File: src/rtl/mem_wb_multi.sv
// MEM/WB pipeline register for a multi-issue core: captures one bundle of LANES results,
// resolves same-bundle write conflicts and $0 writes, and keeps saturating retire/bubble counters.
module mem_wb_multi #(
  parameter int LANES         = 2,
  parameter int DATA_W        = 32,
  parameter int ADDR_W        = 5,
  parameter int STALL_W       = 6,
  parameter int STAGE         = 4,
  parameter int CNT_W         = 32,
  parameter bit ZERO_SUPPRESS = 1'b1
) (
  input  logic                     clk,
  input  logic                     rst,
  input  logic                     flush,
  input  logic [STALL_W-1:0]       stall,
  input  logic                     cnt_clr,
  input  logic [LANES-1:0]         mem_valid,
  input  logic [LANES-1:0]         mem_wReg,
  input  logic [LANES*ADDR_W-1:0]  mem_wAddr,
  input  logic [LANES*DATA_W-1:0]  mem_wData,
  input  logic                     mem_wHiLo,
  input  logic [DATA_W-1:0]        mem_hiData,
  input  logic [DATA_W-1:0]        mem_loData,
  output logic [LANES-1:0]         wb_valid,
  output logic [LANES-1:0]         wb_wReg,
  output logic [LANES*ADDR_W-1:0]  wb_wAddr,
  output logic [LANES*DATA_W-1:0]  wb_wData,
  output logic                     wb_wHiLo,
  output logic [DATA_W-1:0]        wb_hiData,
  output logic [DATA_W-1:0]        wb_loData,
  output logic [CNT_W-1:0]         retire_cnt,
  output logic [CNT_W-1:0]         bubble_cnt
);

  logic [LANES-1:0]        r_valid;
  logic [LANES-1:0]        r_wreg;
  logic [LANES*ADDR_W-1:0] r_waddr;
  logic [LANES*DATA_W-1:0] r_wdata;
  logic                    r_whilo;
  logic [DATA_W-1:0]       r_hi;
  logic [DATA_W-1:0]       r_lo;
  logic [CNT_W-1:0]        r_retire_cnt;
  logic [CNT_W-1:0]        r_bubble_cnt;

  logic [LANES-1:0] w_wr_req;
  logic [LANES-1:0] w_wreg_res;
  logic [CNT_W:0]   w_pop;
  logic [CNT_W:0]   w_retire_sum;
  logic [CNT_W:0]   w_bubble_sum;
  logic             w_capture;
  logic             w_bubble;
  logic             w_stall_unused;

  // Only this stage's bit and the downstream bit matter here.
  assign w_stall_unused = ^stall;

  assign w_capture = !flush && !stall[STAGE];
  assign w_bubble  = flush || (stall[STAGE] && !stall[STAGE+1]);
  assign w_wr_req  = mem_valid & mem_wReg;

  // Later lanes are later in program order, so an earlier lane loses to any later writer of the same register.
  // NOTE: every always_comb output gets a default before conditional updates so no latch is inferred.
  always_comb begin
    w_wreg_res = w_wr_req;
    for (int i = 0; i < LANES; i++) begin
      if (ZERO_SUPPRESS && (mem_wAddr[i*ADDR_W +: ADDR_W] == '0)) w_wreg_res[i] = 1'b0;
      for (int j = i + 1; j < LANES; j++) begin
        if (w_wr_req[j] && (mem_wAddr[j*ADDR_W +: ADDR_W] == mem_wAddr[i*ADDR_W +: ADDR_W]))
          w_wreg_res[i] = 1'b0;
      end
    end
  end

  always_comb begin
    w_pop = '0;
    for (int i = 0; i < LANES; i++) w_pop = w_pop + {{CNT_W{1'b0}}, mem_valid[i]};
  end

  // One extra bit catches the overflow; a set carry means clamp to all-ones.
  assign w_retire_sum = {1'b0, r_retire_cnt} + w_pop;
  assign w_bubble_sum = {1'b0, r_bubble_cnt} + {{CNT_W{1'b0}}, 1'b1};

  // NOTE: sequential state uses non-blocking assignments so every register samples pre-edge values.
  always_ff @(posedge clk) begin
    if (!rst) begin
      r_valid      <= '0;
      r_wreg       <= '0;
      r_waddr      <= '0;
      r_wdata      <= '0;
      r_whilo      <= 1'b0;
      r_hi         <= '0;
      r_lo         <= '0;
      r_retire_cnt <= '0;
      r_bubble_cnt <= '0;
    end else begin
      if (w_capture) begin
        r_valid <= mem_valid;
        r_wreg  <= w_wreg_res;
        r_waddr <= mem_wAddr;
        r_wdata <= mem_wData;
        r_whilo <= mem_wHiLo & (|mem_valid);
        r_hi    <= mem_hiData;
        r_lo    <= mem_loData;
      end else if (w_bubble) begin
        r_valid <= '0;
        r_wreg  <= '0;
        r_waddr <= '0;
        r_wdata <= '0;
        r_whilo <= 1'b0;
        r_hi    <= '0;
        r_lo    <= '0;
      end

      if (cnt_clr) begin
        r_retire_cnt <= '0;
        r_bubble_cnt <= '0;
      end else begin
        if (w_capture)
          r_retire_cnt <= w_retire_sum[CNT_W] ? '1 : w_retire_sum[CNT_W-1:0];
        if (w_bubble)
          r_bubble_cnt <= w_bubble_sum[CNT_W] ? '1 : w_bubble_sum[CNT_W-1:0];
      end
    end
  end

  assign wb_valid   = r_valid;
  assign wb_wReg    = r_wreg;
  assign wb_wAddr   = r_waddr;
  assign wb_wData   = r_wdata;
  assign wb_wHiLo   = r_whilo;
  assign wb_hiData  = r_hi;
  assign wb_loData  = r_lo;
  assign retire_cnt = r_retire_cnt;
  assign bubble_cnt = r_bubble_cnt;

endmodule

File: config.mk
export PLATFORM = sky130hd
export DESIGN_NAME = mem_wb_multi
export DESIGN_NICKNAME = d
export VERILOG_FILES = /design/src/rtl/mem_wb_multi.sv
export SDC_FILE = /design/constraint.sdc
export NUM_CORES = 1
export LEC_CHECK = 0
export ABC_CLOCK_PERIOD_IN_PS = 5400
export CAP_MARGIN = 20
export CORE_ASPECT_RATIO = 1.5
export CORE_UTILIZATION = 40
export CTS_CLUSTER_SIZE = 24
export DETAILED_ROUTE_END_ITERATION = 8
export PLACE_DENSITY = 0.78
export SKIP_LAST_GASP = 1
export SLEW_MARGIN = 5
export SYNTH_ARGS = -nofsm -noshare
export SYNTH_HDL_FRONTEND = slang
export SYNTH_SLANG_ARGS = --single-unit
File: constraint.sdc
create_clock -name clk -period 5.4 [get_ports clk]
set_clock_uncertainty 0.15 [all_clocks]
set_input_delay 0.81 -clock clk [delete_from_list [all_inputs] [get_ports clk]]
set_output_delay 0.81 -clock clk [all_outputs]
set_load 0.005 [all_outputs]
# After elaboration in Yosys (flattened, before gate mapping)
# Cells that the tools add are included.
# op_classes
eq_ne,1
mux,17
n_bitwise,3
reduce_logical,12
n_addsub,3
# op_table
cell,count
$mux 32,5
$mux 64,2
$add 32x1->33 const B,1
$add 32x2->33,1
$mux 10,2
$logic_not 5->1,2
$mux 2,3
$eq 5x5->1,1
$mux 1,5
$reduce_or 2->1,2
$logic_and 1x1->1,3
$logic_not 1->1,3
$add 1x1->2,1
$and 2x2->2,1
$reduce_bool 2->1,1
$and 1x1->1,1
$logic_or 1x1->1,1
$not 1->1,1
# totals
input_bits,153
ff_bits,207
output_inout_bits,207
wordCells,45

# Longest topological paths before layout
# Gate-level depths: netlist of the first run.
# depth
ltp_word,5
depth_mapped,10
depth_no_buf,9

# Worst setup path after synthesis of the first run
# OpenSTA, ideal clock, no wires.
# synth_path
path_type,input -> register
start,input port mem_valid[0]
end,"register r_retire_cnt[30], in the netlist retire_cnt[30]"
n_path_buf,1
cell_stages,10
setup_time_ns,0.070
setup_slack_ns,2.562
arrival_ns,2.617
cell_sequence,inv_1 > fa_1 > inv_1 > ha_1 > and4bb_2 > and4_1 > clkbuf_1 > nand4_1 > xor2_1 > a21oi_1
# synth_via
elab_chain_len,3
# synth_rtl
element,line_no,rtl
"start, declared",17,"input logic [LANES-1:0] mem_valid,"
$add 1x1->2,76,"for (int i = 0; i < LANES; i++) w_pop = w_pop + {{CNT_W{1'b0}}, mem_valid[i]};"
$add 32x2->33,80,"assign w_retire_sum = {1'b0, r_retire_cnt} + w_pop;"
$mux 32,119,r_retire_cnt <= w_retire_sum[CNT_W] ? '1 : w_retire_sum[CNT_W-1:0];
"end signal, assigned",119,
"end, declared",42,logic [CNT_W-1:0] r_retire_cnt;
# No other way between the ends.
# A chain may end at the register's enable or synchronous reset.

# Worst setup path after layout of the first run
# layout_path
start,input port mem_valid[1]
end,"register r_retire_cnt[8], in the netlist retire_cnt[8]"
# Same word-level chain as after synthesis.

==> results of run 1 <==
-- cell usage in the layout (no fill, tap or decap), types with 3 or more instances in the layout --
master / instances
sky130_fd_sc_hd__a21oi_1: 53
sky130_fd_sc_hd__and4_1: 10
sky130_fd_sc_hd__nor4_1: 8
sky130_fd_sc_hd__and3_1: 13
sky130_fd_sc_hd__o21ai_0: 9
sky130_fd_sc_hd__nor3_1: 10
sky130_fd_sc_hd__diode_2: 3
sky130_fd_sc_hd__or4_1: 4
sky130_fd_sc_hd__clkdlybuf4s50_1: 354
sky130_fd_sc_hd__nor2_1: 14
sky130_fd_sc_hd__clkinv_2: 5
sky130_fd_sc_hd__xnor2_1: 19
sky130_fd_sc_hd__o31ai_1: 3
sky130_fd_sc_hd__nand4_1: 23
sky130_fd_sc_hd__xor2_1: 23
sky130_fd_sc_hd__clkbuf_1: 5
sky130_fd_sc_hd__nor2b_1: 142
sky130_fd_sc_hd__nand2_1: 24
sky130_fd_sc_hd__and2_1: 7
sky130_fd_sc_hd__nand3_1: 17
sky130_fd_sc_hd__inv_1: 10
sky130_fd_sc_hd__buf_4: 7
sky130_fd_sc_hd__dfxtp_1: 207
sky130_fd_sc_hd__a22oi_1: 141
sky130_fd_sc_hd__o21a_1: 3
sky130_fd_sc_hd__clkbuf_16: 21
sky130_fd_sc_hd__clkbuf_8: 3
sky130_fd_sc_hd__a31oi_1: 13
-- cells by family (layout without fill, tap and decap cells) --
logic type	Yosys count	count (layout)
other	0	3
AO/OA/AOI/OAI	239	239
buffers and inverters	74	411
XOR/XNOR	42	42
AND/OR/NAND/NOR	288	288
multiplexers	1	1
adder cells (fa/ha/maj)	3	3
flip-flops	207	207
-- where the power goes --
part	total (mW)	internal (mW)	switching [mW]	leakage (nW)
logic	0.327	0.203	0.124	2.19
registers	1.58	1.56	0.0189	1.68
clock network	1.41	0.805	0.605	0.324
total	3.32	2.57	0.748	4.19
-- final cells by class --
type | count | area, um2
sequential | 207 | 4140
multi-input combinational | 573 | 3830
clock inverter | 7 | 63.8
antenna | 3 | 7.51
timing repair buffer | 364 | 3640
clock buffer | 29 | 586
tap | 264 | 330
inverter | 11 | 41.3
fill | 1723 | 7610
-- registers in the layout, indices dropped and copies added (netlist names) --
register    count
bubble_cnt     32
wb_wAddr       10
wb_valid        2
wb_wHiLo        1
wb_wData       64
wb_hiData      32
wb_wReg         2
wb_loData      32
retire_cnt     32
-- how the worst min path moves through the flow --
stage                     startpoint          to  slack, ns  depth (start not counted)
after floorplan             wb_wHiLo    wb_wHiLo       0.31                          2
after global placement      wb_wHiLo    wb_wHiLo       0.30                          2
after detailed placement  wb_wReg[1]  wb_wReg[1]       0.31                          2
after CTS                 wb_wReg[1]  wb_wReg[1]       0.32                          2
after global routing      wb_wReg[1]  wb_wReg[1]       0.35                          2
final                     wb_wReg[1]  wb_wReg[1]       0.31                          2
-- tightest hold or removal path, delay by kind of cell (launching register included) --
kind	cells	cell delay, ns
AND/OR/NAND/NOR	1	0.05
flip-flops	1	0.31
AO/OA/AOI/OAI	1	0.06
-- layer usage --
metal	vias up	wire length [um]
li1	3744	-
met1	3671	10500
met2	318	13400
met3	65	2460
met4	2	1060
met5	-	17
==> out/summary.log, run 1 <==
[power_and_ir_drop] worst voltage drop across the vdd grid 0.252 mV
[clocking] library cell used as clock root buffer sky130_fd_sc_hd__clkbuf_16
[sta] Min Hold Slack 0.314 ns
[global_routing] maximum number of pins on one net before global-route repair 99
[routing] antenna viol nets, final 0
[sta] sum of negative setup slack 0 ns
[global_routing] gr usage total 0.247
[cells_and_area] fin cells 1458
[worst_setup_path] signal arrival time at the worst endpoint 3.92 ns
[worst_setup_path] path length in cells of the critical path 10
[sta] final setup fails 0
[routing] Initial DRT Pass Iterations 5
[synthesis] combinational family with the most area after synthesis simple AND/OR/NAND/NOR gates
[synthesis] number of cells produced by synthesis 854
[sta] final worst setup slack 1.76 ns
[worst_setup_path] register-to-register setup slack 2.32 ns
[worst_setup_path] kind of start point of the critical path input port
[cells_and_area] P&R area growth vs syn 53.4%
[routing] violation count after the first detailed-route iteration 509
[clocking] total of cells resized after clock tree synthesis 0
[synthesis] ys async rst share 0
[routing] drt via density 5.35
[placed_design] last weighted congestion value of the routability-driven placer 0.857
[worst_setup_path] CP Max Fanout 15
[routing] total via count after detailed routing 7800
[sta] Final Max Slew Viols 0
[routing] sum of routed wire length over all layers 27500 um
[global_routing] Global Route met2 Usage 0.421
[worst_setup_path] Critical path buffers and inverters 4
[global_routing] met1 routing resource usage after global routing 0.282
[synthesis] Synthesized Nets 1010
[floorplan] DIE AREA 21200 um2
[synthesis] most instantiated library cell after synthesis sky130_fd_sc_hd__dfxtp_1
[placed_design] detailed placer's ending HPWL 19200 um
[synthesis] total of warnings raised by yosys 0
[sta] Max Clock Freq 275 MHz
[sta] worst slew margin relative to its limit 0.355
[floorplan] effective utilization at floorplan 0.407
[synthesis] mapped cell area 8240 um2
[worst_setup_path] number of cells on the worst reg-to-reg path 5
[cells_and_area] post-layout net count 1334
[sta] endpoints failing hold 0
[synthesis] number of synthesized flops with an enable pin 0
[synthesis] Post-Synth Simple-Gate Area 0.210
[floorplan] row count 64
[global_routing] overall overflow remaining after global route 0
[floorplan] Top-Level Pins 360
[clocking] CTS tree done
[synthesis] XOR/XNOR Fraction of Synth Area 0.0446
[clocking] clock transition at the registers of the reported paths 0.06 ns
[cells_and_area] Util after Layout 0.624
[worst_setup_path] Worst Setup Path Type input port to flip-flop
[power_and_ir_drop] final total power 3.32 mW
[cells_and_area] summed area of non-filler cells in the final layout 12600 um2
[placed_design] Cell Area, Placed 12000 um2
[synthesis] commonest cells in the synthesized netlist 207 x sky130_fd_sc_hd__dfxtp_1, 142 x sky130_fd_sc_hd__nor2b_1, 141 x sky130_fd_sc_hd__a22oi_1
[global_routing] global routing met3 resource utilization 0.0819
[worst_setup_path] Reg-to-Reg Start bubble_cnt[7]
[synthesis] Syn Area/Cell 9.65 um2
[routing] per-cell routed wire length 18.8 um
[power_and_ir_drop] Pwr Density 262 nW/um2
[clocking] CTS H-tree depth 1
[clocking] clock buffers created by TritonCTS 21
[synthesis] cell types with the largest area share after synthesis sky130_fd_sc_hd__dfxtp_1 50%, sky130_fd_sc_hd__a22oi_1 13%, sky130_fd_sc_hd__nor2b_1 11%, sky130_fd_sc_hd__a21oi_1 3.2%, sky130_fd_sc_hd__clkbuf_1 2.7%
[worst_setup_path] delay of the slowest critical-path stage 0.62 ns
[clocking] TritonCTS sink count 207
[global_routing] number of antenna violations at the first check in global routing 5
[status] status finished, final reports clean
[clocking] post-CTS setup buffer count 0
[clocking] hold-fix buffer count after cts 0
[global_routing] via count of the first global-routing pass 7596
[floorplan] die boundary width 119 um
[worst_setup_path] Crit. End Element flip-flop
[synthesis] Synth Area in Adders 0.00546
[min_path] worst min-delay path category flip-flop to flip-flop
[worst_setup_path] cell repeated most along the worst path sky130_fd_sc_hd__inv_1
[worst_setup_path] worst path required time 5.68 ns
[synthesis] library cell occupying the most area in the post-synthesis netlist sky130_fd_sc_hd__dfxtp_1
[routing] number of remaining DRC errors 0
[clocking] Skew-Pair Late Insertion Delay 0.50 ns
[clocking] deepest clock path buffer count 3
[placed_design] Port Buffer Count 355
[sta] Period minus WS final 3.64 ns
[worst_setup_path] beginning of the critical path mem_valid[1]
[worst_setup_path] critical-path cell with the highest stage delay sky130_fd_sc_hd__clkdlybuf4s50_1
[worst_setup_path] capture point of the worst path retire_cnt[8]
[worst_setup_path] critical path's top delay family simple AND/OR/NAND/NOR gates
[synthesis] share of the synthesized area in the top cell type 0.503
[synthesis] sequential fraction of the synthesis area 0.503
[synthesis] number of distinct library cells after synthesis 53
[cells_and_area] layout cell share with drive strength beyond 1 0.0479
[sta] actual slew at the worst max-slew pin 0.964 ns
[placed_design] number of placed instances, taps included 1418
[synthesis] share of cell area taken by muxes after synthesis 0.00121
[sta] unrepaired setup endpoints after global routing no
[power_and_ir_drop] LEAKAGE 4.19 nW
[global_routing] layer with the highest usage after global routing met2
[synthesis] synthesized flop and latch total 207
[run] # Max-Cap Violations 0
[synthesis] post-synthesis compound-gate area fraction 0.202
[worst_setup_path] capture point of the worst reg-to-reg path bubble_cnt[29]
[worst_setup_path] series of cell instances along the critical path clkdlybuf4s50_1 -> inv_1 -> fa_1 -> inv_1 -> ha_1 -> and4bb_2 -> and4_1 -> nand3_1 -> buf_4 -> a21oi_1
[sta] Period Utilization, post-route 0.674
[floorplan] CORE AREA 20300 um2
[synthesis] Top FF cell, synth sky130_fd_sc_hd__dfxtp_1
[global_routing] wire length of the first global-routing pass 41500 um
[floorplan] die height 178 um
[placed_design] worst slack after detailed placement 1.22 ns
Note: power is estimated with default switching activity, not from simulation.
==> run 2, diff against run 1 <==
Settings changed: ABC_CLOCK_PERIOD_IN_PS 5400 to 3600.
Clock period 5.4 ns to 3.6 ns, I/O delays scaled along.
==> run 2 against run 1 <==
- utilization up 1.1 points
- first-iteration DRC count up 21%
- register-to-register slack got worse by 1.3 ns
- flip-flop and latch count unchanged
- cell area grew 1.7%
- wire length up 1.6%
- total power up 60%
- non-clock buffer count up 10
- hold slack lost 0.081 ns
- count of clock-buffer cells in the layout increased by 5
- combinational power up 53%
- cell count is 0.82% higher
==> out/summary.log, run 2 (synthesis gave the netlist of run 1 again) <==
[floorplan] die boundary width 119 um [unchanged]
[power_and_ir_drop] worst voltage drop across the vdd grid 0.375 mV [was 0.252 mV]
[cells_and_area] P&R area growth vs syn 56.1% [was 53.4%]
[run] # Max-Cap Violations 0 [unchanged]
[sta] worst slew margin relative to its limit 0.280 [was 0.355]
[worst_setup_path] critical-path cell with the highest stage delay sky130_fd_sc_hd__clkdlybuf4s50_1 [unchanged]
[placed_design] last weighted congestion value of the routability-driven placer 0.848 [was 0.857]
[worst_setup_path] register-to-register setup slack 1.05 ns [was 2.32 ns]
[power_and_ir_drop] LEAKAGE 4.30 nW [was 4.19 nW]
[placed_design] Port Buffer Count 355 [unchanged]
[placed_design] worst slack after detailed placement 0.193 ns [was 1.22 ns]
[clocking] clock buffers created by TritonCTS 22 [was 21]
[sta] unrepaired setup endpoints after global routing no [unchanged]
[sta] sum of negative setup slack 0 ns [unchanged]
[cells_and_area] flip-flop count of the largest register after layout 64 [unchanged]
[routing] antenna viol nets, final 0 [unchanged]
[sta] Min Hold Slack 0.233 ns [was 0.314 ns]
[worst_setup_path] worst path required time 3.86 ns [was 5.68 ns]
[cells_and_area] fin cells 1470 [was 1458]
[worst_setup_path] Critical path buffers and inverters 4 [unchanged]
[sta] Period minus WS final 2.92 ns
[sta] Period Utilization, post-route 0.811
[global_routing] maximum number of pins on one net before global-route repair 130 [was 99]
[worst_setup_path] Crit. End Element flip-flop [unchanged]
[placed_design] detailed placer's ending HPWL 19500 um [was 19200 um]
[routing] number of remaining DRC errors 0 [unchanged]
[cells_and_area] total of fill cells in the finished design 1716 [was 1723]
[global_routing] overall overflow remaining after global route 0 [unchanged]
[floorplan] DIE AREA 21200 um2 [unchanged]
[worst_setup_path] Worst Setup Path Type input port to flip-flop [unchanged]
[floorplan] CORE AREA 20300 um2 [unchanged]
[routing] violation count after the first detailed-route iteration 617 [was 509]
[cells_and_area] post-layout net count 1345 [was 1334]
[sta] endpoints failing hold 0 [unchanged]
[global_routing] wire length of the first global-routing pass 42200 um [was 41500 um]
[routing] sum of routed wire length over all layers 27900 um [was 27500 um]
[worst_setup_path] series of cell instances along the critical path clkdlybuf4s50_1 -> inv_1 -> fa_1 -> inv_1 -> ha_1 -> and4bb_2 -> and4_1 -> nand3_1 -> buf_4 -> a21oi_1 [unchanged]
[sta] Final Max Slew Viols 0 [unchanged]
[sta] Max Clock Freq 343 MHz
[clocking] clock transition at the registers of the reported paths 0.06 ns [about the same]
[cells_and_area] layout cell share with drive strength beyond 1 0.0589 [was 0.0479]
[global_routing] gr usage total 0.252 [was 0.247]
[routing] per-cell routed wire length 19.0 um [was 18.8 um]
[clocking] total of cells resized after clock tree synthesis 0 [unchanged]
[floorplan] Top-Level Pins 360 [unchanged]
[worst_setup_path] delay of the slowest critical-path stage 0.57 ns [was 0.62 ns]
[clocking] library cell used as clock root buffer sky130_fd_sc_hd__clkbuf_16 [unchanged]
[clocking] CTS tree done [unchanged]
[sta] final setup fails 0 [unchanged]
[cells_and_area] Util after Layout 0.635 [was 0.624]
[worst_setup_path] CP Max Fanout 15 [unchanged]
[clocking] post-CTS setup buffer count 0 [unchanged]
[power_and_ir_drop] Pwr Density 413 nW/um2 [was 262 nW/um2]
[worst_setup_path] kind of start point of the critical path input port [unchanged]
[global_routing] via count of the first global-routing pass 7785 [was 7596]
[routing] total via count after detailed routing 7926 [was 7800]
[placed_design] number of placed instances, taps included 1429 [was 1418]
[status] status finished, final reports clean [unchanged]
[floorplan] die height 178 um [unchanged]
[sta] final worst setup slack 0.682 ns [was 1.76 ns]
[routing] Initial DRT Pass Iterations 5 [unchanged]
[clocking] Skew-Pair Late Insertion Delay 0.50 ns [about the same]
[global_routing] number of antenna violations at the first check in global routing 1 [was 5]
[cells_and_area] top library cells by usage in the layout, fill and taps aside 354 x sky130_fd_sc_hd__clkdlybuf4s50_1, 207 x sky130_fd_sc_hd__dfxtp_1, 142 x sky130_fd_sc_hd__nor2b_1 [unchanged]
[sta] actual slew at the worst max-slew pin 1.08 ns [was 0.964 ns]
[cells_and_area] multi-input gate area in the final layout 3830 um2 [unchanged]
[routing] drt via density 5.39 [was 5.35]
[min_path] worst min-delay path category input port to flip-flop [was flip-flop to flip-flop]
[worst_setup_path] cell repeated most along the worst path sky130_fd_sc_hd__inv_1 [unchanged]
[cells_and_area] sequential cell area in the final layout 4140 um2 [unchanged]
[clocking] CTS H-tree depth 1 [unchanged]
[floorplan] effective utilization at floorplan 0.407 [unchanged]
[power_and_ir_drop] final total power 5.31 mW [was 3.32 mW]
[clocking] deepest clock path buffer count 3 [unchanged]
[clocking] hold-fix buffer count after cts 0 [unchanged]
[clocking] TritonCTS sink count 207 [unchanged]
[cells_and_area] commonest non-fill, non-tap cell in the layout sky130_fd_sc_hd__clkdlybuf4s50_1 [unchanged]
[floorplan] row count 64 [unchanged]
[worst_setup_path] signal arrival time at the worst endpoint 3.18 ns [was 3.92 ns]
[worst_setup_path] critical path's top delay family buffers and inverters [was simple AND/OR/NAND/NOR gates]
[placed_design] Cell Area, Placed 12100 um2 [was 12000 um2]
[cells_and_area] summed area of non-filler cells in the final layout 12900 um2 [was 12600 um2]
==> run 2: changes by cell type in the layout (fill, tap and decap cells not counted), sizes merged <==
cell / change
buf: +10
clkbuf: +5
clkinvlp: +1
clkinv: -4
bufinv: +2
diode: -2
==> run 2: worst paths after layout <==
path | start | depth (start not counted) | to
max reg2reg | retire_cnt[0] | 9 | retire_cnt[9]
max | mem_valid[0] | 10 | retire_cnt[9]
min | rst | 2 | wb_wData[50]
min reg2reg | wb_wReg[1] | 2 | wb_wReg[1]
==> run 2: power breakdown <==
group / total (mW) / internal (mW) / switching (mW)
Combinational: 0.499 / 0.309 / 0.190
Clock: 2.45 / 1.51 / 0.938
Sequential: 2.37 / 2.34 / 0.0287
==> run 2: routing by layer <==
metal,vias up,track usage,share of wire
met4,0,0.112,0.042
met3,63,0.0707,0.080
met2,323,0.429,0.48
li1,3765,-,-
met5,-,0,0
met1,3775,0.293,0.39
==> run 2: area by class of cell <==
cell class	instances	area share
Antenna cell	1	0.000194
Clock buffer	34	0.0526
Multi-Input combinational cell	573	0.298
Inverter	11	0.00321
Clock inverter	6	0.00836
Sequential cell	207	0.322
Timing Repair Buffer	374	0.290
Tap cell	264	0.0257
==> run 2: worst register-to-register path, cell delays in order (launching register included) <==
cell and delay, ns:
sky130_fd_sc_hd__dfxtp_1 0.36, sky130_fd_sc_hd__inv_1 0.06, sky130_fd_sc_hd__fa_1 0.39, sky130_fd_sc_hd__inv_1 0.07, sky130_fd_sc_hd__ha_1 0.17, sky130_fd_sc_hd__and4bb_2 0.33, sky130_fd_sc_hd__and4_1 0.42, sky130_fd_sc_hd__nand3_1 0.15
sky130_fd_sc_hd__buf_4 0.22, sky130_fd_sc_hd__a21oi_1 0.15
